==> src/rtl/aging_pattern_gen.sv <==
// Aging / burn-in RGB pattern generator.
// Takes the registered {vsync, hsync, de} bus from the timing generator.
// Produces a 24-bit test pattern that lines up with a copy of that bus
// delayed by two clocks. The pattern can be selected by hand, or the block
// can step through the patterns every N frames. A new pattern always takes
// effect on a vsync rising edge, so every frame is drawn with one pattern.
module aging_pattern_gen #(
    parameter int NUM_PAT   = 8,
    parameter int CHK_SHIFT = 5
) (
    input  logic        clk,
    input  logic        rst_n,
    input  logic [2:0]  sync_i,
    input  logic [11:0] h_size,
    input  logic        auto_en,
    input  logic [2:0]  pattern_sel,
    input  logic [7:0]  frames_per_pat,
    output logic [2:0]  sync_o,
    output logic [23:0] rgb_o,
    output logic [2:0]  pattern_idx_o,
    output logic        frame_tick_o
);

    typedef enum logic [2:0] {
        PAT_BLACK = 3'd0,
        PAT_WHITE = 3'd1,
        PAT_RED   = 3'd2,
        PAT_GREEN = 3'd3,
        PAT_BLUE  = 3'd4,
        PAT_BARS  = 3'd5,
        PAT_CHK   = 3'd6,
        PAT_RAMP  = 3'd7
    } pattern_e;

    localparam logic [2:0] LAST_PAT = 3'(NUM_PAT - 1);

    // Edge detection
    logic        vs_prev_r;
    logic        de_prev_r;
    logic        vs_rise_s;
    logic        de_fall_s;

    // Stage 1 counters and pipeline registers
    logic [2:0]  sync_d1_r;
    logic [11:0] x_cnt_r;
    logic [10:0] y_cnt_r;
    logic [11:0] bar_pos_r;
    logic [2:0]  bar_idx_r;
    logic [7:0]  x_d1_r;
    logic        chk_d1_r;
    logic [2:0]  bar_d1_r;
    logic [11:0] bar_w_s;

    // Pattern selection state
    pattern_e    pattern_r;
    pattern_e    pattern_nxt_s;
    logic [7:0]  frame_cnt_r;
    logic [7:0]  frame_cnt_nxt_s;
    logic [7:0]  eff_fpp_s;
    logic        frame_tick_r;

    // Stage 2 outputs
    logic [2:0]  sync_o_r;
    logic [23:0] rgb_r;

    assign vs_rise_s = sync_i[2] & ~vs_prev_r;
    assign de_fall_s = ~sync_i[0] & de_prev_r;
    assign bar_w_s   = ((h_size >> 3'd3) == 12'd0) ? 12'd1 : (h_size >> 3'd3);
    assign eff_fpp_s = (frames_per_pat == 8'd0) ? 8'd1 : frames_per_pat;

    // Colour for one active pixel, given the pattern and the stage-1 position data.
    function automatic logic [23:0] colour_f(
        input pattern_e   pat,
        input logic [7:0] x_lo,
        input logic       chk,
        input logic [2:0] bar
    );
        logic [23:0] c;
        case (pat)
            PAT_BLACK: c = 24'h000000;
            PAT_WHITE: c = 24'hFFFFFF;
            PAT_RED:   c = 24'hFF0000;
            PAT_GREEN: c = 24'h00FF00;
            PAT_BLUE:  c = 24'h0000FF;
            PAT_BARS: begin
                case (bar)
                    3'd0:    c = 24'hFFFFFF;
                    3'd1:    c = 24'hFFFF00;
                    3'd2:    c = 24'h00FFFF;
                    3'd3:    c = 24'h00FF00;
                    3'd4:    c = 24'hFF00FF;
                    3'd5:    c = 24'hFF0000;
                    3'd6:    c = 24'h0000FF;
                    3'd7:    c = 24'h000000;
                    default: c = 24'h000000;
                endcase
            end
            PAT_CHK:  c = chk ? 24'hFFFFFF : 24'h000000;
            PAT_RAMP: c = {x_lo, x_lo, x_lo};
            default:  c = 24'h000000;
        endcase
        return c;
    endfunction

    // Stage 1: edge history, the pixel/line/bar counters, and the first pipeline register.
    always_ff @(posedge clk or negedge rst_n) begin
        if (!rst_n) begin
            vs_prev_r <= 1'b0;
            de_prev_r <= 1'b0;
            sync_d1_r <= 3'd0;
            x_cnt_r   <= 12'd0;
            y_cnt_r   <= 11'd0;
            bar_pos_r <= 12'd0;
            bar_idx_r <= 3'd0;
            x_d1_r    <= 8'd0;
            chk_d1_r  <= 1'b0;
            bar_d1_r  <= 3'd0;
        end else begin
            vs_prev_r <= sync_i[2];
            de_prev_r <= sync_i[0];
            sync_d1_r <= sync_i;
            x_d1_r    <= x_cnt_r[7:0];
            chk_d1_r  <= x_cnt_r[CHK_SHIFT] ^ y_cnt_r[CHK_SHIFT];
            bar_d1_r  <= bar_idx_r;
            if (sync_i[0]) begin
                x_cnt_r <= x_cnt_r + 12'd1;
                if (bar_pos_r == (bar_w_s - 12'd1)) begin
                    bar_pos_r <= 12'd0;
                    // Stop at the last bar so that lines wider than h_size stay black.
                    if (bar_idx_r != 3'd7) begin
                        bar_idx_r <= bar_idx_r + 3'd1;
                    end else begin
                        bar_idx_r <= bar_idx_r;
                    end
                end else begin
                    bar_pos_r <= bar_pos_r + 12'd1;
                end
            end else begin
                x_cnt_r   <= 12'd0;
                bar_pos_r <= 12'd0;
                bar_idx_r <= 3'd0;
            end
            // If a frame start and a line end fall in the same cycle, the frame start wins.
            if (vs_rise_s) begin
                y_cnt_r <= 11'd0;
            end else if (de_fall_s) begin
                y_cnt_r <= y_cnt_r + 11'd1;
            end else begin
                y_cnt_r <= y_cnt_r;
            end
        end
    end

    // Pattern selection next state. It moves only on a vsync rising edge.
    always_comb begin
        pattern_nxt_s   = pattern_r;
        frame_cnt_nxt_s = frame_cnt_r;
        if (vs_rise_s) begin
            if (!auto_en) begin
                pattern_nxt_s   = pattern_e'(pattern_sel);
                frame_cnt_nxt_s = 8'd0;
            end else if (frame_cnt_r >= (eff_fpp_s - 8'd1)) begin
                frame_cnt_nxt_s = 8'd0;
                if (pattern_r == pattern_e'(LAST_PAT)) begin
                    pattern_nxt_s = PAT_BLACK;
                end else begin
                    pattern_nxt_s = pattern_e'(pattern_r + 3'd1);
                end
            end else begin
                frame_cnt_nxt_s = frame_cnt_r + 8'd1;
            end
        end else begin
            pattern_nxt_s   = pattern_r;
            frame_cnt_nxt_s = frame_cnt_r;
        end
    end

    // Pattern selection state register and the registered frame tick.
    always_ff @(posedge clk or negedge rst_n) begin
        if (!rst_n) begin
            pattern_r    <= PAT_BLACK;
            frame_cnt_r  <= 8'd0;
            frame_tick_r <= 1'b0;
        end else begin
            pattern_r    <= pattern_nxt_s;
            frame_cnt_r  <= frame_cnt_nxt_s;
            frame_tick_r <= vs_rise_s;
        end
    end

    // Stage 2: the delayed sync bus and the colour, which is blanked outside active video.
    always_ff @(posedge clk or negedge rst_n) begin
        if (!rst_n) begin
            sync_o_r <= 3'd0;
            rgb_r    <= 24'd0;
        end else begin
            sync_o_r <= sync_d1_r;
            rgb_r    <= sync_d1_r[0] ? colour_f(pattern_r, x_d1_r, chk_d1_r, bar_d1_r)
                                     : 24'h000000;
        end
    end

    assign sync_o        = sync_o_r;
    assign rgb_o         = rgb_r;
    assign pattern_idx_o = pattern_r;
    assign frame_tick_o  = frame_tick_r;

endmodule

==> config.mk <==
export PLATFORM = sky130hd
export DESIGN_NAME = aging_pattern_gen
export DESIGN_NICKNAME = d
export VERILOG_FILES = /design/src/rtl/aging_pattern_gen.sv
export SDC_FILE = /design/constraint.sdc
export NUM_CORES = 1
export LEC_CHECK = 0
export BUFFER_PORTS_ARGS = -buffer_cell sky130_fd_sc_hd__buf_2
export CAP_MARGIN = 10
export CORE_MARGIN = 1.5
export CORE_UTILIZATION = 38
export CTS_BUF_LIST = sky130_fd_sc_hd__clkbuf_2
export DETAILED_ROUTE_END_ITERATION = 16
export REMOVE_ABC_BUFFERS = 1
export SYNTH_ARGS = -nofsm -noshare
export SYNTH_HDL_FRONTEND = slang
export SYNTH_SLANG_ARGS = --single-unit
==> constraint.sdc <==
create_clock -name clk -period 2.7 [get_ports clk]
set_input_delay 0.54 -clock clk [delete_from_list [all_inputs] [get_ports clk]]
set_output_delay 0.54 -clock clk [all_outputs]
set_load 0.005 [all_outputs]
==> metrics.csv <==
stage,metric,value,unit
flow_run,cap_viol_max_count,0,
layout,fill_cells,916,
yosys,synth_most_common_cell,dfrtp_1,
worst_setup_path,crit_slowest_cell,a22o_1,
timing,slew-limit-headroom,54.1,%
worst_setup_path,endpoint_kind,flip-flop,
floorplanning,start_util,39.1,%
cts,clkTransAtPathRegs,250,ps
cts,ctsLongestPathBuffers,2,
routing,wl_per_cell,12.1,µm
cts,clk_latency,540,ps
yosys,ys_types,43,
yosys,synth_area_leader_cell,dfrtp_1,
floorplanning,coreArea,0.00977,mm²
grt,grt.overflow.total,0,
worst_setup_path,path_max_fanout,8,
cts,cts_resized,0,
yosys,synth_top_cell_area_share,54.4,%
min_path,hold_start,sync_i[2],
yosys,yosysWarnings,0,
timing,tightest_slew,689,ps
floorplanning,dieArea,0.0107,mm²
routing,initialDrtViolationCount,96,
worst_setup_path,cp_num_buf_inv,1,
grt,grt_max_degree,46,
placement,numPortBuffers,56,
cts,cts_sinks,83,
yosys,seq_area_frac_synth,54.4,%
yosys,synthCells,358,
layout,regArea,0.00208,mm²
timing,period_needed,2460,ps
cts,htreeDepth,3,
timing,fmax,0.407,GHz
layout,fin_nets,501,
power,p_per_area,638,mW/mm²
yosys,synth_edf_count,0,
layout,multi_input_area,0.00166,mm²
floorplanning,rows,36,
yosys,syn_area,0.00382,mm²
cts,cts_tree,done,
cts,cts-root-buf,clkbuf_2,
layout,finalNonFillerCells,588,
placement,postPlaceCellArea,0.00449,mm²
worst_setup_path,path_cells,"buf_2, nor3_1, a31oi_1, ha_1, nor3b_1, xnor2_1, ha_1, nand3_1, o21ai_0, a22o_1, mux2i_1",
placement,dp_hpwl,5.23,mm
worst_setup_path,cpPeakStageDelay,410,ps
power,p_leak,0.00234,µW
layout,finalInstanceArea,0.00465,mm²
timing,setup_viol,0,
timing,fin_skew,30.3,ps
grt,antenna_found_initial,0,
yosys,ys_top_cells_by_area,"dfrtp_1, ha_1, a21oi_1",
power,vdd_drop_max,0.000275,V
layout,areaGrowthSynthToFinish,21.6,%
worst_setup_path,critPathKind,input port to flip-flop,
worst_setup_path,start_kind,input port,
timing,final_max_slew_viol_count,0,
timing,finalCritPeriodShare,91.1,%
timing,fin_ws,241,ps
cts,hold_buffers,1,
floorplanning,die_height,103,µm
placement,dp.cells,570,
worst_setup_path,arrival,2910,ps
timing,rsz0062_at_grt,false,
cts,cts_buffers,9,
worst_setup_path,rr_startpoint,frame_cnt_r[0],
yosys,synthFlopType,dfrtp_1,
yosys,yosys-top-cells-count,"dfrtp_1, a21oi_1, nor2_1",
grt,grt_pass1_vias,2703,
worst_setup_path,critPathTopFamily,compound AO/OA/AOI/OAI gates,
routing,viasPerCell,4.88,
layout,drive_gt1_share,23.7,%
grt,grt_pass1_wl,12.2,mm
routing,drtAntennaViolNets,0,
placement,place.gp.congestion,0.766,
floorplanning,die_w,103,µm
layout,diodes,0,
worst_setup_path,critPathLaunch,frames_per_pat[3],
placement,post-place-ws,-312,ps
worst_setup_path,cp_common_cell,ha_1,
routing,first_pass_iters,4,
yosys,ys_ff_latch,83,
worst_setup_path,cp.required,3150,ps
cts,cts_setup_buffers,0,
routing,via_count,2870,
yosys,syn_area_per_cell,10.7,µm²
yosys,synthArstFlopShare,100,%
floorplanning,io-pin-count,60,
min_path,min-delay-path-class,input port to flip-flop,
timing,hold_violations,0,
outcome,status,completed,
routing,routed_wirelength,7.14,mm
grt,grtUsageTotal,14.6,%
routing,drc_errors,0,
==> cell usage in the layout (no fill, tap or decap), types with 4 or more instances in the layout <==
cell	instances
and3_1	9
o21ai_0	8
nand4_1	5
buf_2	55
inv_1	15
nor2_1	33
xnor2_1	15
nand3_1	12
dfrtp_1	83
nor3_1	8
or3_1	4
a21oi_1	43
buf_4	31
mux2i_1	8
ha_1	22
xor2_1	22
clkbuf_2	9
nand2_1	23
==> cell type report <==
type | count | share of cell area, %
flip-flops and latches | 83 | 44.7
well taps | 133 | 3.58
clock inverters | 7 | 2.02
multi-input cells | 252 | 35.7
clock buffers | 9 | 0.969
inverters | 15 | 1.21
repair buffers | 89 | 11.8
==> routing by layer <==
metal	part of all wire, %	global-route usage, %	up-vias
met3	4.6	3.16	10
met2	46	23.7	66
met1	48	19.2	1361
met5	0	0	-
li1	-	-	1433
met4	1.3	5.82	0
==> state kept, by name, indices dropped and copies added, names as in the netlist <==
register,count
chk_d1_r,1
frame_tick_o,1
sync_o,3
frame_cnt_r,8
y_cnt_r,6
bar_idx_r,3
sync_d1_r,3
rgb_o,24
bar_pos_r,12
x_d1_r,8
pattern_idx_o,3
bar_d1_r,3
x_cnt_r,8
==> kinds of logic after synthesis <==
kind of cell	count (synthesis)	synth area share, %
AND/OR/NAND/NOR	111	14.1
flip-flops	83	54.4
AO/OA/AOI/OAI	74	11.4
XOR/XNOR	37	8.48
buffers and inverters	23	2.29
adder cells (fa/ha/maj)	22	7.20
multiplexers	8	2.10
==> per-stage QoR <==
stage	utilization (%)	setup TNS [ps]	power [µW]	hold WS (ps)
after floorplan	-	-4830	1910	244
after global placement	45.9	-3900	2250	337
after detailed placement	45.9	-5000	2260	341
after CTS	47.5	0	3000	24.9
after global routing	47.6	0	3190	36.9
final	47.6	0	2970	105
==> report_power, final <==
part | internal (µW) | switching, µW
Combinational | 319 | 414
Clock | 242 | 483
Sequential | 1410 | 92.9
Total | 1980 | 990
==> worst paths after layout <==
path / endpoint / slack [ps] / cells past startpoint
setup / recovery: pattern_idx_o[0] / 240 / 11
hold / removal: sync_d1_r[2] / 100 / 1
setup reg to reg: pattern_idx_o[0] / 590 / 8
hold reg to reg: sync_o[1] / 390 / 0
max in group asynchronous: y_cnt_r[4] / 1610 / 3
min in group asynchronous: rgb_o[8] / 470 / 2
Power figures use the tool's default switching activity.
